## src/rtl/paddsb_sched_pkg.sv

```systemverilog
// Shared types and constants for the PADDSB nibble-serial scheduler.
package paddsb_pkg;

    localparam int unsigned NIB_W   = 4;
    localparam int unsigned NIBBLES = 4;
    localparam int unsigned OP_W    = NIB_W * NIBBLES;
    localparam int unsigned CNT_W   = $clog2(NIBBLES);

    localparam logic [NIB_W-1:0] SAT_POS = 4'h7;
    localparam logic [NIB_W-1:0] SAT_NEG = 4'h8;

    typedef enum logic [1:0] {
        IDLE,
        CALC,
        DONE
    } sched_state_t;

endpackage

```

## src/rtl/paddsb_sched_if.sv

```systemverilog
// Request/response bundle between the two requesters, the consumer and the scheduler.
interface paddsb_sched_if;
    import paddsb_pkg::*;

    logic            req0_vld;
    logic [OP_W-1:0] req0_a;
    logic [OP_W-1:0] req0_b;
    logic            req0_rdy;
    logic            req1_vld;
    logic [OP_W-1:0] req1_a;
    logic [OP_W-1:0] req1_b;
    logic            req1_rdy;
    logic            rsp_vld;
    logic [OP_W-1:0] rsp_sum;
    logic            rsp_id;
    logic            rsp_rdy;
    logic            busy;

    modport master (
        output req0_vld, req0_a, req0_b, req1_vld, req1_a, req1_b, rsp_rdy,
        input  req0_rdy, req1_rdy, rsp_vld, rsp_sum, rsp_id, busy
    );

    modport slave (
        input  req0_vld, req0_a, req0_b, req1_vld, req1_a, req1_b, rsp_rdy,
        output req0_rdy, req1_rdy, rsp_vld, rsp_sum, rsp_id, busy
    );

endinterface

```

## src/rtl/paddsb_sched_sat_add4.sv

```systemverilog
// Combinational 4-bit carry-lookahead adder with signed saturation; carry-in is always 0.
module sat_add4
    import paddsb_pkg::*;
(
    input  logic [NIB_W-1:0] a,
    input  logic [NIB_W-1:0] b,
    output logic [NIB_W-1:0] sum,
    output logic             ovfl
);

    logic [2:0] g;
    logic [3:0] p;
    logic [3:0] c;
    logic [3:0] s;

    always_comb begin
        g    = a[2:0] & b[2:0];
        p    = a ^ b;
        c[0] = 1'b0;
        c[1] = g[0];
        c[2] = g[1] | (p[1] & g[0]);
        c[3] = g[2] | (p[2] & g[1]) | (p[2] & p[1] & g[0]);
        s    = p ^ c;
        // Signed overflow: like-signed operands produced an opposite-signed sum.
        ovfl = (a[3] == b[3]) && (s[3] != a[3]);
        sum  = ovfl ? (a[3] ? SAT_NEG : SAT_POS) : s;
    end

endmodule

```

## src/rtl/paddsb_sched.sv

```systemverilog
// Two-requester round-robin scheduler feeding one shared 4-bit saturating lane,
// producing a 16-bit PADDSB result one nibble per cycle, LSB nibble first.
module paddsb_sched
    import paddsb_pkg::*;
#(
    parameter bit RR_INIT = 1'b0
) (
    input logic           clk,
    input logic           rst,
    paddsb_sched_if.slave bus
);

    sched_state_t     state_q, state_d;
    logic             rr_ptr_q, rr_ptr_d;
    logic [CNT_W-1:0] nib_cnt_q, nib_cnt_d;
    logic [OP_W-1:0]  a_q, a_d;
    logic [OP_W-1:0]  b_q, b_d;
    logic [OP_W-1:0]  res_q, res_d;
    logic             id_q, id_d;

    logic             arb_en;
    logic             grant0;
    logic             grant1;
    logic [NIB_W-1:0] lane_a;
    logic [NIB_W-1:0] lane_b;
    logic [NIB_W-1:0] lane_sum;
    logic             lane_ovfl;

    // A new operation may start from IDLE, or from DONE as the result leaves.
    always_comb begin
        arb_en = (state_q == IDLE) || ((state_q == DONE) && bus.rsp_rdy);
        grant0 = arb_en && bus.req0_vld && (!bus.req1_vld || !rr_ptr_q);
        grant1 = arb_en && bus.req1_vld && (!bus.req0_vld || rr_ptr_q);
    end

    always_comb begin
        lane_a = a_q[nib_cnt_q*NIB_W +: NIB_W];
        lane_b = b_q[nib_cnt_q*NIB_W +: NIB_W];
    end

    sat_add4 u_lane (
        .a    (lane_a),
        .b    (lane_b),
        .sum  (lane_sum),
        .ovfl (lane_ovfl)
    );

    always_comb begin
        state_d   = state_q;
        rr_ptr_d  = rr_ptr_q;
        nib_cnt_d = nib_cnt_q;
        a_d       = a_q;
        b_d       = b_q;
        res_d     = res_q;
        id_d      = id_q;

        unique case (state_q)
            IDLE: ;
            CALC: begin
                res_d[nib_cnt_q*NIB_W +: NIB_W] = lane_sum;
                if (nib_cnt_q == CNT_W'(NIBBLES - 1)) begin
                    state_d = DONE;
                end else begin
                    nib_cnt_d = nib_cnt_q + 1'b1;
                end
            end
            DONE: begin
                if (bus.rsp_rdy) begin
                    state_d = IDLE;
                end
            end
            default: state_d = IDLE;
        endcase

        // A grant overrides the DONE->IDLE exit so back-to-back ops skip IDLE.
        if (grant0 || grant1) begin
            state_d   = CALC;
            nib_cnt_d = '0;
            a_d       = grant1 ? bus.req1_a : bus.req0_a;
            b_d       = grant1 ? bus.req1_b : bus.req0_b;
            id_d      = grant1;
            rr_ptr_d  = !grant1;
        end
    end

    always_ff @(posedge clk or posedge rst) begin
        if (rst) begin
            state_q   <= IDLE;
            rr_ptr_q  <= RR_INIT;
            nib_cnt_q <= '0;
            a_q       <= '0;
            b_q       <= '0;
            res_q     <= '0;
            id_q      <= 1'b0;
        end else begin
            state_q   <= state_d;
            rr_ptr_q  <= rr_ptr_d;
            nib_cnt_q <= nib_cnt_d;
            a_q       <= a_d;
            b_q       <= b_d;
            res_q     <= res_d;
            id_q      <= id_d;
        end
    end

    assign bus.req0_rdy = grant0;
    assign bus.req1_rdy = grant1;
    assign bus.rsp_vld  = (state_q == DONE);
    assign bus.rsp_sum  = res_q;
    assign bus.rsp_id   = id_q;
    assign bus.busy     = (state_q != IDLE);

    lane_sat_chk: assert property (@(posedge clk) disable iff (rst)
        (state_q == CALC && lane_ovfl) |-> (lane_sum == SAT_POS || lane_sum == SAT_NEG));

endmodule

```

## src/flat_wrapper.sv

```systemverilog
// flat-port wrapper written by rule: the top's interface ports become plain ports
module paddsb_sched_flat import paddsb_pkg::*;
#(
    parameter bit RR_INIT = 1'b0
)
  (clk, rst, bus_req0_vld, bus_req0_a, bus_req0_b, bus_req1_vld, bus_req1_a, bus_req1_b, bus_rsp_rdy, bus_req0_rdy, bus_req1_rdy, bus_rsp_vld, bus_rsp_sum, bus_rsp_id, bus_busy);
  paddsb_sched_if bus_i ();
  input logic clk;
  input logic rst;
  input wire logic [$bits(bus_i.req0_vld)-1:0] bus_req0_vld;
  input wire logic [$bits(bus_i.req0_a)-1:0] bus_req0_a;
  input wire logic [$bits(bus_i.req0_b)-1:0] bus_req0_b;
  input wire logic [$bits(bus_i.req1_vld)-1:0] bus_req1_vld;
  input wire logic [$bits(bus_i.req1_a)-1:0] bus_req1_a;
  input wire logic [$bits(bus_i.req1_b)-1:0] bus_req1_b;
  input wire logic [$bits(bus_i.rsp_rdy)-1:0] bus_rsp_rdy;
  output wire logic [$bits(bus_i.req0_rdy)-1:0] bus_req0_rdy;
  output wire logic [$bits(bus_i.req1_rdy)-1:0] bus_req1_rdy;
  output wire logic [$bits(bus_i.rsp_vld)-1:0] bus_rsp_vld;
  output wire logic [$bits(bus_i.rsp_sum)-1:0] bus_rsp_sum;
  output wire logic [$bits(bus_i.rsp_id)-1:0] bus_rsp_id;
  output wire logic [$bits(bus_i.busy)-1:0] bus_busy;
  assign bus_i.req0_vld = bus_req0_vld;
  assign bus_i.req0_a = bus_req0_a;
  assign bus_i.req0_b = bus_req0_b;
  assign bus_i.req1_vld = bus_req1_vld;
  assign bus_i.req1_a = bus_req1_a;
  assign bus_i.req1_b = bus_req1_b;
  assign bus_i.rsp_rdy = bus_rsp_rdy;
  assign bus_req0_rdy = bus_i.req0_rdy;
  assign bus_req1_rdy = bus_i.req1_rdy;
  assign bus_rsp_vld = bus_i.rsp_vld;
  assign bus_rsp_sum = bus_i.rsp_sum;
  assign bus_rsp_id = bus_i.rsp_id;
  assign bus_busy = bus_i.busy;
  paddsb_sched #(.RR_INIT(RR_INIT)) u_core (.clk(clk), .rst(rst), .bus(bus_i));
endmodule
```

## config.mk

```make
export PLATFORM = sky130hd
export DESIGN_NAME = paddsb_sched_flat
export DESIGN_NICKNAME = d
export VERILOG_FILES = /design/src/rtl/paddsb_sched_pkg.sv /design/src/rtl/paddsb_sched_if.sv /design/src/rtl/paddsb_sched_sat_add4.sv /design/src/rtl/paddsb_sched.sv /design/src/flat_wrapper.sv
export SDC_FILE = /design/constraint.sdc
export NUM_CORES = 1
export LEC_CHECK = 0
export BUFFER_PORTS_ARGS = -buffer_cell sky130_fd_sc_hd__buf_2
export CAP_MARGIN = 10
export CELL_PAD_IN_SITES_DETAIL_PLACEMENT = 0
export CELL_PAD_IN_SITES_GLOBAL_PLACEMENT = 2
export CORE_ASPECT_RATIO = 1.1
export CORE_MARGIN = 1
export CORE_UTILIZATION = 25
export CTS_CLUSTER_DIAMETER = 100
export DETAILED_ROUTE_END_ITERATION = 7
export PLACE_DENSITY_LB_ADDON = 0.1
export RECOVER_POWER = 25
export SKIP_CTS_REPAIR_TIMING = 1
export SYNTH_ARGS = -nofsm -noshare
export SYNTH_HDL_FRONTEND = slang
export SYNTH_SLANG_ARGS = --single-unit
```

## constraint.sdc

```tcl
create_clock -name clk -period 8.46 [get_ports clk]
set_input_delay 0.846 -clock clk [delete_from_list [all_inputs] [get_ports clk]]
set_output_delay 0.846 -clock clk [all_outputs]
set_load 0.01 [all_outputs]
```

; ---- After elaboration in Yosys (flattened, before gate mapping)
; Index checks and enable logic that the tools add are counted.
[classes]
reduce_logical = 19
n_shift = 4
eq_ne = 9
mux = 12
bitwise = 10
n_addsub = 2
[ops]
columns = op, count
row1 = $neg 4->34, 1
row2 = $shift 4x34->16 const A, 1
row3 = $shiftx 4x34->16, 1
row4 = $mux 16, 2
row5 = $shiftx 16x5->4, 2
row6 = $bwmux 16, 1
row7 = $mux 2, 6
row8 = $mux 4, 2
row9 = $xor 4x4->4, 2
row10 = $logic_and 1x1->1, 6
row11 = $pmux 2 s3, 1
row12 = $and 1x1->1, 4
row13 = $eq 2x2->1 const B, 2
row14 = $logic_not 1->1, 4
row15 = $logic_or 1x1->1, 4
row16 = $ne 2x2->1 const B, 2
row17 = $reduce_bool 2->1, 2
row18 = $and 3x3->3, 1
row19 = $ne 3x1->1 const B, 1
row20 = $ne 3x2->1 const B, 1
row21 = $or 1x1->1, 3
row22 = $reduce_and 3->1, 1
row23 = $add 2x1->2 const B, 1
row24 = $eq 2x1->1 const B, 1
row25 = 4 further kinds, 4
[word_totals]
output_inout_bits = 21
elab_cells = 63
register_bits = 54
in_bits = 69

; ---- Longest topological paths before layout
; Gate-level depths: netlist of run 1.
[depth]
ltp_word = 11
mapped_depth = 8
ltp_nobuf = 7

; ---- Modules after synthesis
; A second synthesis of run 1 with hierarchy kept.
[hier_totals]
hier_cells = 275
area_unflattened_um2 = 2849.0
[modules_own_cells]
columns = mod, n_inst, seq_area_each_um2, area_each_um2, cells_each
row1 = paddsb_sched, 1, 1351.3, 2643.8, 248
row2 = sat_add4, 1, 0.0, 205.2, 27

; ---- Least setup slack after synthesis of run 1
; Ideal clock, no wire load.
[synth_timing]
path_type = register to register
from = register u_core.nib_cnt_q[0]
to = register u_core.res_q[0] (netlist: u_core.bus.rsp_sum[0])
setup_ns = 0.127
path_stages_with_launch = 9
required_ns = 8.333
path_buffers = 1
slack_ns = 5.677
synth_period_minus_slack_ns = 2.783
arrival_ns = 2.656
cell_sequence = dfrtp_1 buf_4 mux4_2 ha_1 a21o_1 a21o_1 fa_1 a22oi_2 o21ai_1
[synth_between]
elab_chain_len = 11
word_cells_on_any_way = 21
cone_classes = add/sub: 1 / eq/ne: 2 / shift: 4 / mux: 3 / bitwise: 10 / reduce/logical: 1
[synth_lines]
columns = element, line
row1 = from (decl), paddsb_sched.sv:15  ; logic [CNT_W-1:0] nib_cnt_q, nib_cnt_d;
row2 = from (signal assigned), paddsb_sched.sv:98  ; nib_cnt_q <= nib_cnt_d;
row3 = $shiftx 16x5->4 (on tied branches), "paddsb_sched.sv:37, paddsb_sched.sv:38"
row4 = $xor 4x4->4 / $and 3x3->3 (equally long branches), "paddsb_sched_sat_add4.sv:18, paddsb_sched_sat_add4.sv:17"
row5 = $and 1x1->1, paddsb_sched_sat_add4.sv:22  ; c[3] = g[2] | (p[2] & g[1]) | (p[2] & p[1] & g[0]);
row6 = $or 1x1->1 / $and 1x1->1 (equally long branches), paddsb_sched_sat_add4.sv:22
row7 = $or 1x1->1, paddsb_sched_sat_add4.sv:22
row8 = $xor 4x4->4, paddsb_sched_sat_add4.sv:23  ; s = p ^ c;
row9 = $ne 1x1->1, paddsb_sched_sat_add4.sv:25  ; ovfl = (a[3] == b[3]) && (s[3] != a[3]);
row10 = $logic_and 1x1->1, paddsb_sched_sat_add4.sv:25
row11 = $mux 4, paddsb_sched_sat_add4.sv:26  ; sum = ovfl ? (a[3] ? SAT_NEG : SAT_POS) : s;
row12 = $shiftx 4x34->16, paddsb_sched.sv:60  ; res_d[nib_cnt_q*NIB_W +: NIB_W] = lane_sum;
row13 = $bwmux 16 *, paddsb_sched.sv:60
row14 = to (signal assigned), paddsb_sched.sv:101  ; res_q <= res_d;
row15 = to (decl), paddsb_sched.sv:18  ; logic [OP_W-1:0] res_q, res_d;
; Mark *: on every way between the ends. The rest lies on a longest branch, timed or not.
; A chain may end at the register's enable or synchronous reset.

==> flow_metrics.py, run 1 <==
metrics = {
    "run_status": {
        "status": "finished with violations",
        "failed_checks": "max-capacitance violations, max-slew violations",
    },
    "routing": {
        "viasPerCell": 4.32,
        "route.detailed.drc": 0,
        "drt_wl_total_um": 6810,
        "wire_per_inst_um": 13.8,
        "final_antenna_net_count": 0,
        "firstDrtPassIters": 4,
        "vias": 2130,
        "drt_iter0_drc": 57,
    },
    "finish": {
        "post-route-util_pct": 33.1,
        "fillers": 1141,
        "syn_to_final_growth_pct": 27.6,
        "nets": 428,
        "final_cells": 493,
        "num_antenna_cells": 0,
        "drive_above_1_share_pct": 32.9,
    },
    "global_route": {
        "antenna_found_initial": 0,
        "grt_max_degree": 55,
        "grt_pass1_wl_um": 11600,
        "grt_util_all_layers_pct": 13.3,
        "grt_pass1_vias": 2273,
        "overflow": 0,
    },
    "setup_path": {
        "endpoint_kind": "asynchronous set/reset pin",
        "crit_chain": "buf_2, inv_1, clkbuf_1",
        "slowest_stage": "clkbuf_1",
        "slowest_delay_ns": 2.09,
        "criticalPathCategory": "primary input to asynchronous set/reset pin",
        "critical_path.startpoint_type": "primary input",
        "path_delay_family": "buffers and inverters",
        "cp.arrival_ns": 3.12,
        "required_ns": 8.20,
        "cp_num_buf_inv": 3,
        "cp_max_fo": 54,
    },
    "power": {
        "power_frac_comb_pct": 50.3,
        "p_sw_share_pct": 41.2,
        "switching_power_mw": 0.581,
        "powerDensity_mw_per_mm2": 408,
        "total_power_mw": 1.41,
        "p_leak_nw": 1.69,
        "p_int_mw": 0.830,
        "p_seq_share_pct": 33.5,
        "clkPwrFrac_pct": 16.2,
        "ir_drop_uv": 146,
    },
    "die": {
        "start_util_pct": 25.9,
        "core_area_mm2": 0.0104,
        "num_rows": 39,
        "ios": 90,
        "die_h_um": 111,
        "die_area_mm2": 0.0112,
        "die_w_um": 101,
    },
    "synth": {
        "synth_edf_count": 0,
        "synth_seq_cells": 54,
        "synthCells": 262,
        "synth_ff_type": "dfrtp_1",
        "ys_types": 33,
        "yosys_warnings": 0,
        "synth_nets": 341,
        "avgSynthCellArea_um2": 10.3,
        "syn_area_mm2": 0.00271,
        "async_flop_share_pct": 100,
        "synth_seq_area_share_pct": 49.9,
    },
    "timing": {
        "rsz0062_at_grt": "no",
        "hold_viol": 0,
        "post-route-period-util_pct": 40.0,
        "slew_headroom_pct": -99.2,
        "fin_worst_skew_ns": 0.00685,
        "hold_ws_ns": 0.475,
        "tightest_slew_ns": 2.99,
        "post-route-min-period_ns": 3.39,
        "setup_viol": 0,
        "clock.fmax_mhz": 295,
        "finalSetupTns_ns": 0,
        "slew_viol_final": 55,
    },
    "clock_network": {
        "cts.sinks": 54,
        "numCtsBuffers": 5,
        "cts_tree": "yes",
        "clkTransAtPathRegs_ns": 0.07,
        "cts_buffer_depth": 2,
        "clock-root-buffer": "clkbuf_16",
        "clkLatencyLatePin_ns": 0.29,
        "h-tree-depth": 2,
    },
    "placement": {
        "port-buffer-count": 89,
        "place_inst": 485,
        "dp_hpwl_um": 5100,
        "finalWeightedCongestion": 0.697,
    },
    "flow_run": {
        "drv_cap": 1,
    },
    "min_path": {
        "hold_path_class": "flip-flop to flip-flop",
    },
}
[power by group through the flow]
stage | Sequential [mW] | Combinational (mW) | Clock [mW]
3_5_place_dp | 0.481 | 0.725 | 0
3_3_place_gp | 0.482 | 0.721 | 0
2_1_floorplan | 0.446 | 0.546 | 0
5_1_grt | 0.492 | 0.811 | 0.247
6_report | 0.472 | 0.710 | 0.229
4_1_cts | 0.477 | 0.728 | 0.237
[Yosys cell counts, types with 2 or more instances]
master | instances | area (um2)
nand3_1 | 4 | 20.0
clkbuf_1 | 4 | 15.0
inv_1 | 9 | 33.8
fa_1 | 2 | 40.0
mux4_2 | 8 | 180
dfrtp_1 | 54 | 1350
ha_1 | 8 | 100
o21ai_0 | 22 | 110
a21o_1 | 3 | 22.5
mux2i_1 | 14 | 140
nand2_1 | 74 | 278
nand2b_1 | 2 | 12.5
a22oi_1 | 18 | 135
buf_2 | 6 | 30.0
buf_4 | 3 | 22.5
o21ai_1 | 13 | 65.1
a22oi_2 | 2 | 25.0
[path summary, 6_finish.rpt]
check | cells past startpoint | slack, ns | end | from
max | 3 | 5.07 | u_core.nib_cnt_q[1]$_DFFE_PP0P_ | rst
min | 2 | 0.48 | u_core.b_q[0]$_DFFE_PP0P_ | u_core.b_q[0]$_DFFE_PP0P_
max reg2reg | 7 | 5.34 | u_core.bus.rsp_sum[14]$_DFFE_PP0P_ | u_core.nib_cnt_q[0]$_DFFE_PP0P_
min reg2reg | 2 | 0.48 | u_core.b_q[0]$_DFFE_PP0P_ | u_core.b_q[0]$_DFFE_PP0P_
max in group clk | 7 | 5.34 | u_core.bus.rsp_sum[14]$_DFFE_PP0P_ | u_core.nib_cnt_q[0]$_DFFE_PP0P_
min in group asynchronous | 3 | 1.68 | u_core.bus.rsp_id$_DFFE_PP0P_ | rst
[registers in the layout, indices dropped and copies added (netlist names)]
signal              cells
u_core.b_q             16
u_core.nib_cnt_q        2
u_core.a_q             16
u_core.bus.rsp_sum     16
u_core.bus.rsp_id       1
u_core.state_q          2
u_core.rr_ptr_q         1
[metrics by stage]
step	cell area [um2]	setup slack, ns
floorplan	2710	5.68
global placement	3300	5.34
detailed placement	3300	5.31
CTS	3460	5.30
global route	3450	4.40
finish	3450	5.07
[tightest hold or removal path, cell delays in order (launching register included)]
cell	delay, ns
dfrtp_1	0.34
nand2_1	0.05
nand2_1	0.05
[final cells by class]
class | instances | area, um2 | share of cell area (%)
Timing Repair Buffer | 93 | 472 | 13.7
Tap cell | 143 | 179 | 5.18
Clock inverter | 1 | 30.0 | 0.869
Sequential cell | 54 | 1350 | 39.1
Clock buffer | 7 | 133 | 3.84
Multi-Input combinational cell | 185 | 1250 | 36.3
Inverter | 10 | 37.5 | 1.09
[cells by family (layout without fill, tap and decap cells)]
logic type | count (synthesis) | after routing | synth area share (%)
flops | 54 | 54 | 49.9
simple gates | 88 | 88 | 13.7
buf+inv | 23 | 111 | 3.88
fa+ha+maj | 10 | 10 | 5.18
xor+xnor | 1 | 1 | 0.324
compound gates | 64 | 64 | 15.1
mux | 22 | 22 | 11.8
[layer usage]
layer	GRT usage (%)	routed length (um)	part of all wire, %
met5	0	0	0
met4	3.48	79	1.2
met3	2.65	286	4.2
met2	22.0	3350	49
met1	17.4	3090	45
[layout by cell type (no fill, tap or decap), drive strengths merged, types with 2 or more instances in the layout]
master / netlist / routed
nand3: 4 / 4
inv: 10 / 10
o21bai: 2 / 2
nand2b: 2 / 2
mux2i: 14 / 14
a22oi: 20 / 20
nand2: 74 / 74
clkbuf: 4 / 8
a21o: 3 / 3
mux4: 8 / 8
buf: 9 / 92
ha: 8 / 8
dfrtp: 54 / 54
fa: 2 / 2
a21oi: 2 / 2
o21ai: 35 / 35
Power figures use the tool's default switching activity.
==> run 2: changes to the inputs <==
--- a/config.mk
+++ b/config.mk
@@ -5,6 +5,7 @@
 export SDC_FILE = /design/constraint.sdc
 export NUM_CORES = 1
 export LEC_CHECK = 0
+export ABC_AREA = 1
 export BUFFER_PORTS_ARGS = -buffer_cell sky130_fd_sc_hd__buf_2
 export CAP_MARGIN = 10
 export CELL_PAD_IN_SITES_DETAIL_PLACEMENT = 0
==> constraint.sdc (replaced) <==
create_clock -name clk -period 3 [get_ports clk]
set_input_delay 0.3 -clock clk [delete_from_list [all_inputs] [get_ports clk]]
set_output_delay 0.3 -clock clk [all_outputs]
set_load 0.01 [all_outputs]
==> run 2 against run 1 <==
Die area is 9.1% higher. Sequential share of layout area down 2.4 points. The run now ends clean. Final cell count up 23%. Area after synthesis grew 9.3%. Sequential power increased to 2.8 times the previous value. Largest cell class is now multi-input gates.
==> flow_metrics.py, run 2 <==
metrics = {
    "synth": {
        "synth_edf_count": 0,
        "async_flop_share_pct": 100,
        "synthMuxAreaShare_pct": 0,
        "synth-simple-area-share_pct": 33.4,
        "syn_area_mm2": 0.00296,
        "yosys_warnings": 0,
        "synth_seq_area_share_pct": 45.7,
        "synth_seq_cells": 54,
        "synth_ff_type": "dfrtp_1",
        "synth_area_leaders": "dfrtp_1 (46%), nand2_1 (13%), nand3_1 (12%)",
        "synth_compound_area_share_pct": 8.84,
        "avgSynthCellArea_um2": 8.06,
        "ys_types": 29,
        "post-synth-top-count-cell": "nand2_1",
        "synthAdderAreaFrac_pct": 4.74,
        "synthCells": 367,
        "synth_nets": 446,
        "yosysTopAreaCell": "dfrtp_1",
        "synth_commonest_cells": "nand2_1 (104), nand3_1 (71), dfrtp_1 (54)",
        "synth_top_family_by_area": "simple AND/OR/NAND/NOR gates",
        "synthXorXnorAreaFrac_pct": 0.296,
        "synth_top_area_share_pct": 45.7,
    },
    "routing": {
        "drt_wl_total_um": 8300,
        "wire_per_inst_um": 13.7,
        "final_antenna_net_count": 0,
        "firstDrtPassIters": 4,
        "route.detailed.drc": 0,
        "viasPerCell": 4.48,
        "vias": 2708,
        "drt_iter0_drc": 133,
    },
    "finish": {
        "multi_input_area_mm2": 0.00140,
        "nets": 532,
        "layout_commonest_cell": "nand2_1",
        "syn_to_final_growth_pct": 24.6,
        "layout_common_cells": "nand2_1 (104), buf_2 (89), nand3_1 (71)",
        "post-route-util_pct": 32.1,
        "drive_above_1_share_pct": 28.4,
        "finalInstanceArea_mm2": 0.00369,
        "num_antenna_cells": 0,
        "fillers": 1303,
        "final-seq-area_mm2": 0.00135,
    },
    "setup_path": {
        "required_ns": 3.22,
        "critical_path.startpoint_type": "flip-flop",
        "cp_max_fo": 19,
        "startpoint": "u_core.nib_cnt_q[0]$_DFFE_PP0P_",
        "r2r-start": "u_core.nib_cnt_q[0]$_DFFE_PP0P_",
        "criticalPathCategory": "flip-flop to flip-flop",
        "endpoint_kind": "flip-flop",
        "cp.arrival_ns": 2.95,
    },
    "global_route": {
        "grt_pass1_vias": 2860,
        "overflow": 0,
        "grt_pass1_wl_um": 14300,
        "grt_util_all_layers_pct": 14.7,
        "antenna_found_initial": 0,
        "grt_max_degree": 36,
    },
    "timing": {
        "slew_headroom_pct": 15.4,
        "rsz0062_at_grt": "no",
        "tightest_slew_ns": 1.27,
        "post-route-period-util_pct": 90.9,
        "finalSetupTns_ns": 0,
        "slew_viol_final": 0,
        "hold_viol": 0,
        "fin_worst_skew_ns": 0.00768,
        "hold_ws_ns": 0.220,
        "setup_viol": 0,
        "clock.fmax_mhz": 367,
        "post-route-min-period_ns": 2.73,
    },
    "die": {
        "core_area_mm2": 0.0115,
        "num_rows": 41,
        "die_h_um": 116,
        "start_util_pct": 25.7,
        "die_w_um": 106,
        "die_area_mm2": 0.0123,
        "ios": 90,
    },
    "clock_network": {
        "h-tree-depth": 2,
        "cts.sinks": 54,
        "clkLatencyLatePin_ns": 0.29,
        "numCtsBuffers": 5,
        "cts_tree": "yes",
        "clock-root-buffer": "clkbuf_16",
        "clkTransAtPathRegs_ns": 0.07,
        "cts_buffer_depth": 2,
    },
    "power": {
        "total_power_mw": 4.25,
        "switching_power_mw": 1.99,
        "powerDensity_mw_per_mm2": 1150,
        "p_leak_nw": 1.93,
        "p_seq_share_pct": 30.6,
        "ir_drop_uv": 332,
        "p_sw_share_pct": 46.9,
        "power_frac_comb_pct": 55.4,
        "p_int_mw": 2.26,
        "clkPwrFrac_pct": 14.0,
    },
    "placement": {
        "finalWeightedCongestion": 0.725,
        "port-buffer-count": 89,
        "placed_cell_area_mm2": 0.00354,
        "dp_hpwl_um": 6380,
    },
    "min_path": {
        "hold_path_class": "primary input to flip-flop",
        "min_from": "bus_req0_a[6]",
    },
    "run_status": {
        "status": "complete, no violations",
    },
    "flow_run": {
        "drv_cap": 0,
    },
}
run 2: cell count changes after synthesis, moves of 6 or more:
cell | before | now
nor2_1 | 1 | 16
a22oi_1 | 18 | 0
inv_1 | 9 | 20
nand2_1 | 74 | 104
mux4_2 | 8 | 0
o22ai_1 | 0 | 7
o21ai_1 | 13 | 7
mux2i_1 | 14 | 0
nand2_2 | 0 | 11
nand3_1 | 4 | 71
run 2: power by group through the flow:
| stage | clock network (mW) | logic (mW) | registers (mW) |
|---|---|---|---|
| 5_1_grt | 0.636 | 2.75 | 1.35 |
| 6_report | 0.592 | 2.35 | 1.30 |
| 3_3_place_gp | 0 | 2.39 | 1.32 |
| 4_1_cts | 0.609 | 2.41 | 1.31 |
| 3_5_place_dp | 0 | 2.40 | 1.32 |
| 2_1_floorplan | 0 | 1.77 | 1.25 |
run 2: logic make-up (layout without fill, tap and decap cells):
family	after synthesis	in the layout
fa+ha+maj	10	10
buf+inv	43	130
xor+xnor	1	1
simple gates	214	214
flops	54	54
compound gates	45	45
run 2: worst paths after layout:
check	endpoint	slack, ns	depth (start not counted)
worst min-delay path	u_core.a_q[6]$_DFFE_PP0P_	0.22	3
max in group asynchronous	u_core.a_q[11]$_DFFE_PP0P_	1.49	3
min in group asynchronous	u_core.bus.rsp_id$_DFFE_PP0P_	0.35	2
worst max register to register	u_core.bus.rsp_sum[14]$_DFFE_PP0P_	0.27	11
worst min register to register	u_core.bus.rsp_sum[7]$_DFFE_PP0P_	0.49	2
worst max-delay path	u_core.bus.rsp_sum[14]$_DFFE_PP0P_	0.27	11
run 2: metal layers:
layer | share of wire (%) | GRT usage (%)
met5 | 0 | 0
met4 | 1.1 | 4.26
met3 | 4.6 | 2.42
met2 | 49 | 26.1
met1 | 46 | 18.6
run 2: cell type report:
| class | count | area share, % |
|---|---|---|
| Timing Repair Buffer | 97 | 13.6 |
| Clock buffer | 7 | 3.87 |
| Clock inverter | 1 | 0.136 |
| Multi-Input combinational cell | 270 | 37.9 |
| Inverter | 25 | 2.68 |
| Sequential cell | 54 | 36.7 |
| Tap cell | 150 | 5.09 |
run 2: through the flow:
step,worst slack [ns],instances
6_report,0.274,604
5_1_grt,0.0381,604
4_1_cts,0.136,604
3_5_place_dp,0.181,596
3_3_place_gp,0.284,596
2_1_floorplan,0.316,367
run 2: worst max-delay path, stage by stage (launching register included):
cell	delay, ns
dfrtp_2	0.52
inv_6	0.19
o21ai_0	0.11
o22ai_1	0.28
ha_1	0.29
nand3_1	0.08
nand2_1	0.08
fa_1	0.57
inv_1	0.07
nand3_2	0.16
nand4_1	0.16
o21bai_1	0.14
